## config.mk

```make
export PLATFORM = sky130hd
export DESIGN_NAME = btn_event_gen
export DESIGN_NICKNAME = d
export VERILOG_FILES = /design/src/rtl/btn_event_gen.sv
export SDC_FILE = /design/constraint.sdc
export NUM_CORES = 1
export LEC_CHECK = 0
export CORE_MARGIN = 5
export CORE_UTILIZATION = 55
export CTS_CLUSTER_SIZE = 25
export DETAILED_ROUTE_END_ITERATION = 8
export PLACE_DENSITY = 0.75
export SLEW_MARGIN = 20
export SYNTH_ARGS = -nofsm -noshare
export SYNTH_HDL_FRONTEND = slang
export SYNTH_SLANG_ARGS = --single-unit
```

## constraint.sdc

```tcl
create_clock -name clk -period 4.2 [get_ports clk]
set_clock_uncertainty 0.05 [all_clocks]
set_input_delay 0.84 -clock clk [delete_from_list [all_inputs] [get_ports clk]]
set_output_delay 0.84 -clock clk [all_outputs]
set_load 0.05 [all_outputs]
```

## src/rtl/btn_event_gen.sv

```systemverilog
`default_nettype none
// +----------------------------------------------------------------------------+
// | btn_event_gen: debounced button level -> press/release/tap/long/repeat     |
// | Revision: 1.0                                                              |
// +----------------------------------------------------------------------------+
module btn_event_gen #(
  parameter int LONG_CYCLES   = 100_000_000,
  parameter int REPEAT_CYCLES = 20_000_000,
  parameter int CNT_W         = 27
) (
  input  logic clk,
  input  logic rst,
  input  logic btn_state,
  input  logic en,
  output logic press_pulse,
  output logic release_pulse,
  output logic tap_pulse,
  output logic long_pulse,
  output logic repeat_pulse,
  output logic held
);

  typedef enum logic [1:0] {
    IDLE    = 2'd0,
    PRESSED = 2'd1,
    LONG    = 2'd2
  } state_t;

  // Terminal counts: cnt is 0 in the first output cycle of a state.
  localparam logic [CNT_W-1:0] LONG_LAST   = CNT_W'(LONG_CYCLES - 1);
  localparam logic [CNT_W-1:0] REPEAT_LAST = CNT_W'(REPEAT_CYCLES - 1);

  state_t           state, state_nx;
  logic [CNT_W-1:0] cnt, cnt_nx;
  logic             prev;
  logic             rise, fall;
  logic             press_nx, release_nx, tap_nx, long_nx, repeat_nx, held_nx;

  assign rise = btn_state & ~prev;
  assign fall = ~btn_state & prev;

  always_comb begin
    state_nx   = state;
    cnt_nx     = cnt;
    press_nx   = 1'b0;
    release_nx = 1'b0;
    tap_nx     = 1'b0;
    long_nx    = 1'b0;
    repeat_nx  = 1'b0;

    if (!en) begin
      state_nx = IDLE;
      cnt_nx   = '0;
    end else begin
      case (state)
        IDLE: begin
          cnt_nx = '0;
          if (rise) begin
            state_nx = PRESSED;
            press_nx = 1'b1;
          end
        end
        PRESSED: begin
          // A release in the threshold cycle wins over the long press.
          if (fall) begin
            state_nx   = IDLE;
            release_nx = 1'b1;
            tap_nx     = 1'b1;
            cnt_nx     = '0;
          end else if (cnt == LONG_LAST) begin
            state_nx = LONG;
            long_nx  = 1'b1;
            cnt_nx   = '0;
          end else begin
            cnt_nx = cnt + 1'b1;
          end
        end
        LONG: begin
          if (fall) begin
            state_nx   = IDLE;
            release_nx = 1'b1;
            cnt_nx     = '0;
          end else if (cnt == REPEAT_LAST) begin
            repeat_nx = 1'b1;
            cnt_nx    = '0;
          end else begin
            cnt_nx = cnt + 1'b1;
          end
        end
        default: begin
          state_nx = IDLE;
          cnt_nx   = '0;
        end
      endcase
    end

    held_nx = (state_nx != IDLE);
  end

  // prev resets high so a button held through reset needs a fresh rise.
  always_ff @(posedge clk) begin
    if (rst) begin
      state         <= IDLE;
      cnt           <= '0;
      prev          <= 1'b1;
      press_pulse   <= 1'b0;
      release_pulse <= 1'b0;
      tap_pulse     <= 1'b0;
      long_pulse    <= 1'b0;
      repeat_pulse  <= 1'b0;
      held          <= 1'b0;
    end else begin
      state         <= state_nx;
      cnt           <= cnt_nx;
      prev          <= btn_state;
      press_pulse   <= press_nx;
      release_pulse <= release_nx;
      tap_pulse     <= tap_nx;
      long_pulse    <= long_nx;
      repeat_pulse  <= repeat_nx;
      held          <= held_nx;
    end
  end

endmodule
`default_nettype wire

```

; ---- After elaboration in Yosys (flattened, before gate mapping)
; Cells that the tools add are included.
[word_totals]
input_bits = 4
wordCells = 47
register_bits = 36
[classes]
bitwise = 9
muxes = 15
reduce_logical = 9
addsub = 1
n_eq_ne = 4
[op_table]
columns = operator, n
row1 = $mux W27, 4
row2 = $pmux W27 S2, 1
row3 = $add A27 B1 Y27 const B, 1
row4 = $eq A27 B25 Y1 const B, 1
row5 = $eq A27 B27 Y1 const B, 1
row6 = $mux W2, 5
row7 = $reduce_or A3 Y1, 3
row8 = $reduce_or A4 Y1, 2
row9 = $not A1 Y1, 7
row10 = $pmux W2 S3, 1
row11 = $mux W1, 4
row12 = $reduce_or A2 Y1, 2
row13 = $and A1 B1 Y1, 2
row14 = $eq A2 B1 Y1 const B, 1
row15 = $eq A2 B2 Y1 const B, 1
row16 = $logic_not A2 Y1, 1
row17 = $reduce_bool A2 Y1, 1

; ---- Longest topological paths before layout
[depth]
ltp_word = 6
depth_mapped = 8
mapped_depth_nobuf = 6

; ---- Least setup slack after synthesis
; OpenSTA, ideal clock, no wires.
[synth_path]
kind = register -> register
start = register cnt[0]
end = register cnt[10]
t_required_ns = 4.035
synth_period_minus_slack_ns = 1.970
slack_ns = 2.230
setup_ns = 0.115
path_buffers = 1
stages_incl_launch_ff = 8
arrival_ns = 1.805
path_cell_list = dfxtp_1 > ha_1 > and4_1 > nand2b_1 > or4_4 > a2bb2oi_4 > buf_6 > nor2_1
[synth_between]
elab_chain_cells = 4
word_cells_on_any_way = 8
classes_between = add/sub (1) / eq/ne (2) / mux (5)
[synth_lines]
columns = element, line_no
row1 = "start, declared", 34  ; logic [CNT_W-1:0] cnt, cnt_nx;
row2 = "start signal, assigned", 114  ; cnt <= cnt_nx;
row3 = "$add A27 B1 Y27, or another cell as far along", "75, 87"
row4 = $mux W27 (on tied branches), "83, 70"
row5 = $mux W27 (on tied branches), "79, 65"
row6 = $pmux W27 S2 *, 55  ; case (state)
; Every way passes the cells marked *; elsewhere a longest branch is shown, timed or not.
; A chain may end at the register's enable or synchronous reset.

; ---- Worst setup path in the final report
[layout_path]
start = register cnt[0]
end = register cnt[7]
; Same word-level chain as after synthesis.

==> flow_results.org <==
** Status
- Result of the run :: finished, final reports clean

** Placed design
- In this run the cell area measured after placement is about 1800 um^2.
- Detailed placement ended at an HPWL of between 2000 and 2500 um.
- Once placement completed, the tool counted placed cells totaling 230.
- Routability-driven placement finished with a final weighted congestion of roughly 0.9.
- Count of buffers from port buffering :: 9
- Worst-case setup slack after placement :: between 1.5 and 2 ns

** Drt
- Via-to-Cell Ratio :: ~5.6
- Drt first pass iters :: 6
- The routed layout has around 1.3k vias.
- After detailed routing, the average wire length per cell comes to roughly 14 um.
- Remaining antenna violation count :: 0
- Wires add up to roughly 3200 um.
- After detailed routing, the number of remaining DRC violations is 0.
- Drt initial violations :: 69

** Worst setup path
- Launching instance or port of the critical path :: cnt[0]
- STA classifies the critical path startpoint as a flip-flop.
- Required @ worst endpoint :: 4.35 ns
- Endpoint of the most critical register-to-register path :: cnt[7]
- Setup slack on the worst flop-to-flop path :: approximately 1.6 ns
- The critical path is of the reg2reg type.
- Critical path peak fanout :: 27
- Termination of the worst setup path :: cnt[7]
- Reg2Reg Depth :: 6
- Data on the critical path arrives at its endpoint at between 2 and 3 ns.
- The startpoint identified for the worst register-to-register timing path is cnt[0].
- Crit path capture type :: flip-flop

** CTS
- In this run the number of H-tree levels came out at 2.
- The later pin in the worst-skew pair is clocked with a latency of 0.34 ns.
- Count of hold buffers inserted by post-cts repair :: 0
- CTS tree :: built
- Num CTS Buffers :: 5
- Clk Tree Root Cell :: clkbuf_4
- Clk buf depth :: 2
- Counting every sink on the clock net gives 36.
- In this run, post-CTS repair resized a total of 0 instances.
- Clock-pin slew was measured on the worst setup and hold paths at 0.10 ns.
- Post-CTS Setup Repair Bufs :: 0

** Final layout
- After the last flow step, the layout net total stands at 213.
- Number of non-filler instances in the completed layout :: 237
- Antenna diode instance count :: 0
- Cells fill approximately three fifths of the core in the end.
- The area growth from synthesis to layout is 8.67%.
- After routing the design area is roughly 1800 um^2.
- Cells with a size suffix above 1 make up under 10% of the layout.

** STA
- Share of the clock period used by the worst path :: slightly above 60%
- Final worst-path setup slack :: between 1.5 and 2 ns
- Final Hold Violating Endpoints :: 0
- Final hold slack :: approximately 0.43 ns
- Number of max-slew violations in the final report :: 0
- Achievable Freq :: between 300 and 400 MHz
- Time the final worst path needs with I/O delays and setup :: 2.62 ns
- Worst slew margin :: a little under a third
- Setup violations remaining at the end of the flow were counted as 0.
- Sum Neg Setup Slack :: 0 ns
- Setup repair after global routing left no endpoint under its margin.
- Worst Max-Slew Pin Slew :: between 1 and 1.5 ns

** Synth
- Most used standard cell by instance count after synthesis :: dfxtp_1
- Largest family of logic cells by synthesized area :: simple AND/OR/NAND/NOR gates
- Of all flip-flops after synthesis, the portion carrying an async set or reset was 0%.
- Largest cells by area after synthesis :: dfxtp_1 43%, xor2_1 9.3%, nor2_1 7.6%
- Synthesis produced a netlist with a net count of 201.
- Summing every instance area after synthesis gives about 1700 um^2.
- Among all flip-flop cells after synthesis, the most frequent one is dfxtp_1.
- Yosys synthesis warning count :: 0
- In the synthesized netlist, mux cells make up 0% of the area.
- Counting flops with a built-in enable in the synthesized netlist gives 0.
- Netlist cell types :: 34
- Sequential cells were found to cover a little over two fifths of the synthesized design area.
- The commonest cells after synthesis are 36 x dfxtp_1, 34 x nor2_1, 20 x nand2_1.
- Most area-hungry cell type in the Yosys netlist :: dfxtp_1
- After Yosys synthesis, full adders, half adders and majority gates account for ~3.7% of the synthesized area.
- Summing the areas of all compound-gate instances in the mapped netlist gives between 4 and 5% of the synthesized area.
- Mapped Avg Cell Area :: 8.80 um^2
- Simple-Gate Fraction of Synth Area :: about a third
- Number of instances in the synthesized netlist :: about 190
- Area share of xor/xnor cells in the synthesized design :: 13.0%
- In this run, synthesis produced a sequential element count of 36.
- Summed over its instances, the top area cell type makes up roughly 43% of the synthesized netlist area.

** Power and ir drop
- Cell area power density :: 285 nW/um^2
- P_leak :: about 0.6 nW
- Across the VDD grid, the largest voltage drop is approximately 160 uV.
- Total design power :: between 0.5 and 0.6 mW

** Global routing
- The number of global-route vias before repair came to ~1.4k.
- The number of antenna violations at the first check in global routing is 0.
- Summed over all layers, the global routing overflow is 0.
- Global routing used between 10% and 20% of the available tracks.
- First-pass GRT wire length :: approximately 5700 um
- Maximum number of pins on one net before global-route repair :: 28

** Floorplanning
- Measured along the y axis, the die boundary spans between 60 and 70 um.
- In this run the count of I/O pins placed on the die edge is 10.
- Once the floorplan was initialized, standard cells occupied 56.2% of the core.
- The initialized floorplan defines 20 standard-cell rows.
- Placeable Area :: ~3000 um^2
- Die X-Extent :: 65.4 um
- Die Outline Area :: between 4000 and 5000 um^2

** Run
- Maxcap violations :: 0

** Hold path
- The worst hold path belongs to the class reg2reg.
==> cell usage in the layout, fill, tap and decap left out, drive strengths merged, types with 2 or more instances in the layout <==
master	Yosys	final
clkdlybuf4s50	0	9
nor2b	3	3
inv	4	4
o21ai	2	2
nand4	8	8
xnor2	7	7
nor4	3	3
dfxtp	36	36
nand2b	4	4
and4	6	6
or2	2	2
ha	5	5
nor2	34	34
and3	3	3
nand2	20	20
or4	3	3
xor2	18	18
nor3	8	8
nand3	10	10
clkbuf	1	6
==> registers in the layout, indices dropped and copies added, names as in the netlist <==
| register | flops |
|---|---|
| cnt | 27 |
| state | 2 |
| held | 1 |
| long_pulse | 1 |
| press_pulse | 1 |
| prev | 1 |
| release_pulse | 1 |
| repeat_pulse | 1 |
| tap_pulse | 1 |
==> final cells by class <==
cell class	count	area, um^2
clock buffer	6	41.3
tap	33	41.3
sequential	36	721
clock inverter	1	5.00
multi-input combinational	148	922
fill	285	1170
timing repair buffer	9	90.1
inverter	4	15.0
==> layer usage <==
| layer | vias to the layer above | share of wire [%] | routed length (um) | GRT usage [%] |
|---|---|---|---|---|
| li1 | 689 | - | - | - |
| met1 | 608 | 44 | 1420 | 18.6 |
| met2 | 22 | 49 | 1580 | 30.7 |
| met3 | 9 | 4.5 | 144 | 4.79 |
| met4 | 0 | 2.3 | 73 | 9.07 |
| met5 | - | 0 | 0 | 0 |
==> kinds of logic (layout without fill, tap and decap cells) <==
group / Yosys count / after routing
compound gates: 8 / 8
xor+xnor: 25 / 25
fa+ha+maj: 5 / 5
buf+inv: 8 / 20
flops: 36 / 36
simple gates: 110 / 110
==> power by group <==
| group | internal, mW | switching [mW] |
|---|---|---|
| clock network | 0.0616 | 0.105 |
| logic | 0.00610 | 0.00720 |
| registers | 0.342 | 0.000685 |
==> how the worst min path moves through the flow <==
stage,start,endpoint,slack (ns),cells past startpoint
2_1_floorplan,cnt[0],cnt[0],0.38,1
3_3_place_gp,cnt[0],cnt[0],0.39,1
3_5_place_dp,cnt[0],cnt[0],0.42,1
4_1_cts,cnt[0],cnt[0],0.44,1
5_1_grt,cnt[0],cnt[0],0.48,1
6_report,cnt[0],cnt[0],0.43,1
==> critical path: stages, from the launching register on <==
cell and delay [ns]:
dfxtp_1 0.39, ha_1 0.22, and4_1 0.28, nor2b_1 0.53, and4b_1 0.37, a2bb2oi_4 0.52
nor2_1 0.11
No activity file was read; power rests on OpenSTA's default activity.
